==> config.mk <==
export PLATFORM = sky130hd
export DESIGN_NAME = fb_lsu
export DESIGN_NICKNAME = d
export VERILOG_FILES = /design/src/rtl/fb_lsu_pkg.sv /design/src/rtl/fb_lsu_ldfmt.sv /design/src/rtl/fb_lsu.sv
export SDC_FILE = /design/constraint.sdc
export NUM_CORES = 1
export LEC_CHECK = 0
export CORE_ASPECT_RATIO = 0.6
export CORE_MARGIN = 1.5
export CORE_UTILIZATION = 44
export DETAILED_ROUTE_END_ITERATION = 8
export PLACE_DENSITY = 0.79
export SLEW_MARGIN = 30
export SYNTH_ARGS = -nofsm -noshare
export SYNTH_HDL_FRONTEND = slang
export SYNTH_SLANG_ARGS = --single-unit
==> constraint.sdc <==
create_clock -name clk -period 2.2 [get_ports clk]
set_clock_uncertainty 0.2 [all_clocks]
set_input_delay 0.44 -clock clk [delete_from_list [all_inputs] [get_ports clk]]
set_output_delay 0.44 -clock clk [all_outputs]
set_load 0.05 [all_outputs]
==> src/rtl/fb_lsu_pkg.sv <==
// fb_lsu_pkg: shared constants and helpers for the MEM-stage load/store unit.
// Holds funct3 encodings, FSM state encodings, the captured-request struct
// and the access legality check (funct3 + alignment).
package fb_lsu_pkg;

  localparam int XLEN = 32;

  // Load funct3 encodings
  localparam logic [2:0] F3_LB  = 3'b000;
  localparam logic [2:0] F3_LH  = 3'b001;
  localparam logic [2:0] F3_LW  = 3'b010;
  localparam logic [2:0] F3_LBU = 3'b100;
  localparam logic [2:0] F3_LHU = 3'b101;
  // Store funct3 encodings
  localparam logic [2:0] F3_SB  = 3'b000;
  localparam logic [2:0] F3_SH  = 3'b001;
  localparam logic [2:0] F3_SW  = 3'b010;

  // FSM state encodings
  localparam logic [0:0] FB_LSU_IDLE = 1'b0;
  localparam logic [0:0] FB_LSU_REQ  = 1'b1;

  // Per-access context kept across the bus transfer
  typedef struct packed {
    logic       we;
    logic [2:0] funct3;
    logic [1:0] offset;
  } lsu_req_t;

  // Legal = recognised funct3 for the access direction and naturally aligned.
  // Stores only use 000/001/010, which share encodings with LB/LH/LW.
  function automatic logic lsu_acc_ok(input logic is_load, input logic [2:0] f3,
                                      input logic [1:0] off);
    logic ok;
    case (f3)
      F3_LB:   ok = 1'b1;
      F3_LH:   ok = ~off[0];
      F3_LW:   ok = (off == 2'b00);
      F3_LBU:  ok = is_load;
      F3_LHU:  ok = is_load & ~off[0];
      default: ok = 1'b0;
    endcase
    return ok;
  endfunction

endpackage

==> src/rtl/fb_lsu_ldfmt.sv <==
// fb_lsu_ldfmt: combinational load-data formatter.
// Ports: rdata_i (bus word), offset_i (byte offset), funct3_i (load type)
//        -> result_o (byte/half selected, sign- or zero-extended to 32 bits).
module fb_lsu_ldfmt
  import fb_lsu_pkg::*;
(
  input  logic [XLEN-1:0] rdata_i,
  input  logic [1:0]      offset_i,
  input  logic [2:0]      funct3_i,
  output logic [XLEN-1:0] result_o
);

  logic [7:0]  byte_sel;
  logic [15:0] half_sel;

  always_comb begin
    case (offset_i)
      2'b00:   byte_sel = rdata_i[7:0];
      2'b01:   byte_sel = rdata_i[15:8];
      2'b10:   byte_sel = rdata_i[23:16];
      default: byte_sel = rdata_i[31:24];
    endcase
    // Halfwords are 2-byte aligned, so only offset bit 1 picks the half
    half_sel = offset_i[1] ? rdata_i[31:16] : rdata_i[15:0];

    case (funct3_i)
      F3_LB:   result_o = {{24{byte_sel[7]}}, byte_sel};
      F3_LH:   result_o = {{16{half_sel[15]}}, half_sel};
      F3_LBU:  result_o = {24'h0, byte_sel};
      F3_LHU:  result_o = {16'h0, half_sel};
      default: result_o = rdata_i;
    endcase
  end

endmodule

==> src/rtl/fb_lsu.sv <==
// fb_lsu: MEM-stage load/store unit driving a req/ready data-memory bus.
// Ports: EX access (ex_*), pipeline stall, registered bus master (mem_*),
//        load result / store done pulses and error pulses to the trap logic.
module fb_lsu
  import fb_lsu_pkg::*;
#(
  parameter int unsigned TIMEOUT_CYC = 16
) (
  input  logic            clk,
  input  logic            rst,
  input  logic            ex_valid,
  input  logic            ex_is_load,
  input  logic            ex_is_store,
  input  logic [2:0]      ex_funct3,
  input  logic [XLEN-1:0] ex_addr,
  input  logic [XLEN-1:0] ex_wdata,
  output logic            lsu_stall,
  output logic            mem_req,
  output logic            mem_we,
  output logic [XLEN-1:0] mem_addr,
  output logic [3:0]      mem_wstrb,
  output logic [XLEN-1:0] mem_wdata,
  input  logic            mem_ready,
  input  logic [XLEN-1:0] mem_rdata,
  output logic            ld_valid,
  output logic [XLEN-1:0] ld_data,
  output logic            st_done,
  output logic            acc_err,
  output logic            bus_err
);

  localparam int CNT_W = (TIMEOUT_CYC > 1) ? $clog2(TIMEOUT_CYC) : 1;
  localparam logic [CNT_W-1:0] CNT_LIMIT = CNT_W'((TIMEOUT_CYC > 0) ? TIMEOUT_CYC - 1 : 0);

  logic [0:0]      state_q,    state_d;
  logic            req_q,      req_d;
  logic [XLEN-1:0] addr_q,     addr_d;
  logic [3:0]      wstrb_q,    wstrb_d;
  logic [XLEN-1:0] wdata_q,    wdata_d;
  lsu_req_t        ctx_q,      ctx_d;
  logic [CNT_W-1:0] cnt_q,     cnt_d;
  logic            ld_valid_q, ld_valid_d;
  logic [XLEN-1:0] ld_data_q,  ld_data_d;
  logic            st_done_q,  st_done_d;
  logic            acc_err_q,  acc_err_d;
  logic            bus_err_q,  bus_err_d;

  logic            acc;
  logic            acc_ok;
  logic            accept;
  logic            timeout_hit;
  logic [3:0]      st_strb;
  logic [XLEN-1:0] st_lanes;
  logic [XLEN-1:0] ld_fmt;

  fb_lsu_ldfmt u_ldfmt (
    .rdata_i  (mem_rdata),
    .offset_i (ctx_q.offset),
    .funct3_i (ctx_q.funct3),
    .result_o (ld_fmt)
  );

  assign acc    = ex_valid & (ex_is_load | ex_is_store);
  assign acc_ok = lsu_acc_ok(ex_is_load, ex_funct3, ex_addr[1:0]);
  assign accept = (state_q == FB_LSU_IDLE) & acc & acc_ok;

  // A ready in the limit cycle takes priority, so the abort also needs ~mem_ready
  assign timeout_hit = (TIMEOUT_CYC > 0) && (cnt_q == CNT_LIMIT) && !mem_ready;

  // Idle: stall only while a legal access is being accepted.
  // Busy: release in the cycle the bus completes so EX advances with it.
  assign lsu_stall = (state_q == FB_LSU_IDLE) ? accept : ~mem_ready;

  // Store lane replication and byte strobes; loads never drive strobes
  always_comb begin
    st_strb  = 4'b1111;
    st_lanes = ex_wdata;
    case (ex_funct3[1:0])
      2'b00: begin
        st_strb  = 4'b0001 << ex_addr[1:0];
        st_lanes = {4{ex_wdata[7:0]}};
      end
      2'b01: begin
        st_strb  = ex_addr[1] ? 4'b1100 : 4'b0011;
        st_lanes = {2{ex_wdata[15:0]}};
      end
      default: begin
        st_strb  = 4'b1111;
        st_lanes = ex_wdata;
      end
    endcase
    if (ex_is_load) st_strb = 4'b0000;
  end

  always_comb begin
    state_d    = state_q;
    req_d      = req_q;
    addr_d     = addr_q;
    wstrb_d    = wstrb_q;
    wdata_d    = wdata_q;
    ctx_d      = ctx_q;
    cnt_d      = cnt_q;
    ld_data_d  = ld_data_q;
    ld_valid_d = 1'b0;
    st_done_d  = 1'b0;
    acc_err_d  = 1'b0;
    bus_err_d  = 1'b0;

    if (state_q == FB_LSU_IDLE) begin
      if (acc && !acc_ok) begin
        acc_err_d = 1'b1;
      end else if (accept) begin
        state_d      = FB_LSU_REQ;
        req_d        = 1'b1;
        addr_d       = {ex_addr[XLEN-1:2], 2'b00};
        wstrb_d      = st_strb;
        wdata_d      = st_lanes;
        ctx_d.we     = ex_is_store;
        ctx_d.funct3 = ex_funct3;
        ctx_d.offset = ex_addr[1:0];
        cnt_d        = '0;
      end
    end else begin
      cnt_d = cnt_q + 1'b1;
      if (mem_ready) begin
        state_d = FB_LSU_IDLE;
        req_d   = 1'b0;
        if (ctx_q.we) begin
          st_done_d = 1'b1;
        end else begin
          ld_valid_d = 1'b1;
          ld_data_d  = ld_fmt;
        end
      end else if (timeout_hit) begin
        state_d   = FB_LSU_IDLE;
        req_d     = 1'b0;
        bus_err_d = 1'b1;
      end
    end
  end

  always_ff @(posedge clk) begin
    if (rst) begin
      state_q    <= FB_LSU_IDLE;
      req_q      <= 1'b0;
      addr_q     <= '0;
      wstrb_q    <= '0;
      wdata_q    <= '0;
      ctx_q      <= '0;
      cnt_q      <= '0;
      ld_valid_q <= 1'b0;
      ld_data_q  <= '0;
      st_done_q  <= 1'b0;
      acc_err_q  <= 1'b0;
      bus_err_q  <= 1'b0;
    end else begin
      state_q    <= state_d;
      req_q      <= req_d;
      addr_q     <= addr_d;
      wstrb_q    <= wstrb_d;
      wdata_q    <= wdata_d;
      ctx_q      <= ctx_d;
      cnt_q      <= cnt_d;
      ld_valid_q <= ld_valid_d;
      ld_data_q  <= ld_data_d;
      st_done_q  <= st_done_d;
      acc_err_q  <= acc_err_d;
      bus_err_q  <= bus_err_d;
    end
  end

  assign mem_req   = req_q;
  assign mem_we    = ctx_q.we;
  assign mem_addr  = addr_q;
  assign mem_wstrb = wstrb_q;
  assign mem_wdata = wdata_q;
  assign ld_valid  = ld_valid_q;
  assign ld_data   = ld_data_q;
  assign st_done   = st_done_q;
  assign acc_err   = acc_err_q;
  assign bus_err   = bus_err_q;

endmodule

==> metrics.txt <==
Initial DRC Count 395; Netlist cell types 45; Detail Route Antenna Nets 0; critical path capture point mem_addr[12]; cell area after layout 0.00836 mm2; leakage approximately 3.9 nW; r2r startpoint ctx_q[1]$_SDFFE_PP0P_; post-route clock period utilization ~100%; r2r setup slk ~0.17 ns; critical path depth 1; Crit path largest cell delay ~0.8 ns; num rows 30; switching power total ~1.7 mW; Least-Margin Pin Slew roughly 0.67 ns; IO Port Bufs between 200 and 250; Final setup viols 0; detailed-route vias per instance between 5 and 6; status finished clean; minimum clock period between 2 and 2.5 ns; ANT cells 0; post-synth top area share between 40% and 50%; Util after Layout approximately 73%; Clock Latency Late Sink around 0.40 ns; Setup WS pre-CTS -0.252 ns; DR vias ~5700; HP Class reg2reg; CP Capture Type primary output; PwrDens between 700 and 800 mW/mm2; Final Power a little under 6 mW; largest area contributor in the netlist dfxtp_1; largest net degree at the start of global routing 120; RSZ-0062 raised after global routing false; crit path launch type register; number of global-route vias before repair around 5500; global-route wire length before repair roughly 28000 um; Sequential Power Share 36.8%; cells on worst reg2reg path 4; Placeable Area approximately 0.011 mm2; setup ws final approximately 0.027 ns; Rel. slew slack between 50% and 60%; Starting Density between 40 and 50%; GRT overflow 0; H-tree levels 4; final hold violation count 0; CP required around 1.6 ns; worst-case clock buffer depth 2; synth-to-layout area growth 58.2%; CTS root buffer clkbuf_16; worst path bufs/invs 1; CP max stage cell clkdlybuf4s50_1; Max Clock Freq about 0.46 GHz; top cell family by delay on the critical path buffers and inverters; clock power share a little over two fifths; io pins 212; critical setup path kind reg2out; logic gate share of total power between 20 and 25%; ys async rst share 0%; drt wl/cell about 19 um; Crit. Startpoint mem_addr[12]$_SDFFE_PP0P_; DRC errors left 0; switching share of power roughly 28%; fin nets between 900 and 1000; WHS around 0.27 ns; total number of yosys warnings 0; routed wire length roughly 19000 um; Routability Congestion 0.875; Critical Path Fanout Max 2; count leader, synth dfxtp_1; Seq/Total Area, Yosys 43.2%; placed instance area about 0.0077 mm2; CTS buffer count 17; Synth Flop Type dfxtp_1; IR drop worst, VDD a little under 500 uV; Power Internal around 4.3 mW; clock-pin slew on the worst setup and hold paths ~0.050 ns; Initial DRT Pass Iterations 5; Die Span Y 87.9 um; synthesized area 0.00528 mm2; detailed placement HPWL approximately 13000 um; Seq cells post-synth approximately 110; Crit path arrival time around 1.5 ns; antenna violations before repair 0; Max Cap Viol 0; syn avg cell area 8.42 um2; top cells by area, synth dfxtp_1, a21oi_1, nand3_1; Total GRT Usage slightly below 30%; CTS tree built; Post-Syn Instances around 630; CP Cell Sequence clkdlybuf4s50_1; Die Width about 140 um; synth cell count leaders dfxtp_1, a21oi_1, nand3_1, o21ai_0, nand2_1; reg2reg end ld_data[16]$_SDFFE_PP0P_; CTS Sinks 114; Die Footprint 0.0127 mm2; share of layout cells above drive strength 1 between 10% and 20%; EDFF count, synth 0; Final Max Slew Viols 0
[state kept, by name, summed over array words and instances (netlist names)]
| signal | flops |
|---|---|
| acc_err | 1 |
| bus_err | 1 |
| cnt_q | 4 |
| ctx_q | 5 |
| ld_data | 32 |
| ld_valid | 1 |
| mem_addr | 30 |
| mem_req | 1 |
| mem_wdata | 32 |
| mem_we | 1 |
| mem_wstrb | 4 |
| st_done | 1 |
| state_q | 1 |
[layer usage]
layer	track usage, %	wire [um]
met4	10.4	360
met1	39.2	8340
met5	0	0
met2	44.9	8360
met3	7.38	1570
[placed cells by master, fill, tap and decap left out, drive strengths merged, types with 2 or more instances in the layout]
| cell type | instances |
|---|---|
| a221oi | 9 |
| o21ai | 86 |
| o21a | 2 |
| nand3 | 52 |
| clkinv | 3 |
| a21oi | 98 |
| clkdlybuf4s50 | 109 |
| o211ai | 2 |
| dlygate4sd2 | 31 |
| dlymetal6s2s | 46 |
| o41ai | 2 |
| nor2 | 32 |
| inv | 6 |
| nor3 | 2 |
| mux2i | 24 |
| nor2b | 5 |
| nand2b | 16 |
| conb | 2 |
| nand2 | 38 |
| clkbuf | 24 |
| dfxtp | 114 |
| a211oi | 26 |
| nand3b | 9 |
| or3 | 9 |
| buf | 68 |
| a311oi | 10 |
| o31ai | 8 |
[final cells by class]
type                    count  area (um2)
fillers                   850        3130
inverters                   6        22.5
well taps                 160         200
repair buffers            255        2580
clock buffers              24         502
flip-flops and latches    114        2280
multi-input cells         442        2710
clock inverters             5        52.6
[power groups by stage]
stage | sequential (mW) | clock (mW) | combinational (mW)
after floorplan | 2.48 | 0 | 0.423
after global placement | 2.24 | 0 | 1.18
after detailed placement | 2.24 | 0 | 1.20
after CTS | 2.20 | 2.59 | 1.20
after global routing | 2.20 | 2.69 | 1.27
final | 2.20 | 2.56 | 1.21
[through the flow]
step	cells	TNS, ns
after floorplan	628	0
after global placement	976	-6.02
after detailed placement	976	-12.22
after CTS	1006	0
after global routing	1006	0
final	1006	0
[worst min path at each step]
stage | from | end | slack, ns | cells past startpoint
4_1_cts | ld_data[14]$_SDFFE_PP0P_ | ld_data[14]$_SDFFE_PP0P_ | 0.27 | 2
3_5_place_dp | ld_data[14]$_SDFFE_PP0P_ | ld_data[14]$_SDFFE_PP0P_ | 0.26 | 2
5_1_grt | ld_data[14]$_SDFFE_PP0P_ | ld_data[14]$_SDFFE_PP0P_ | 0.29 | 2
6_report | mem_wstrb[3]$_SDFFE_PP0P_ | mem_wstrb[3]$_SDFFE_PP0P_ | 0.27 | 2
2_1_floorplan | cnt_q[0]$_SDFFE_PP0P_ | cnt_q[0]$_SDFFE_PP0P_ | 0.26 | 1
3_3_place_gp | mem_wstrb[3]$_SDFFE_PP0P_ | mem_wstrb[3]$_SDFFE_PP0P_ | 0.26 | 2
[kinds of logic after synthesis]
| group | count (synthesis) | share of synthesized area [%] |
|---|---|---|
| buf+inv | 72 | 6.23 |
| fa+ha+maj | 1 | 0.237 |
| simple gates | 168 | 15.9 |
| flops | 114 | 43.2 |
| mux | 24 | 4.55 |
| other cells | 1 | 0.0710 |
| compound gates | 247 | 29.8 |
[repair_timing]
action | CTS | global route
hold buffers | 0 | 0
resized for setup | 35 | 49
cloned | 0 | 0
setup endpoints to repair | 28 | 46
buffers inserted | 1 | 0
pin swaps | 2 | 1
No activity file was read; power rests on OpenSTA's default activity.
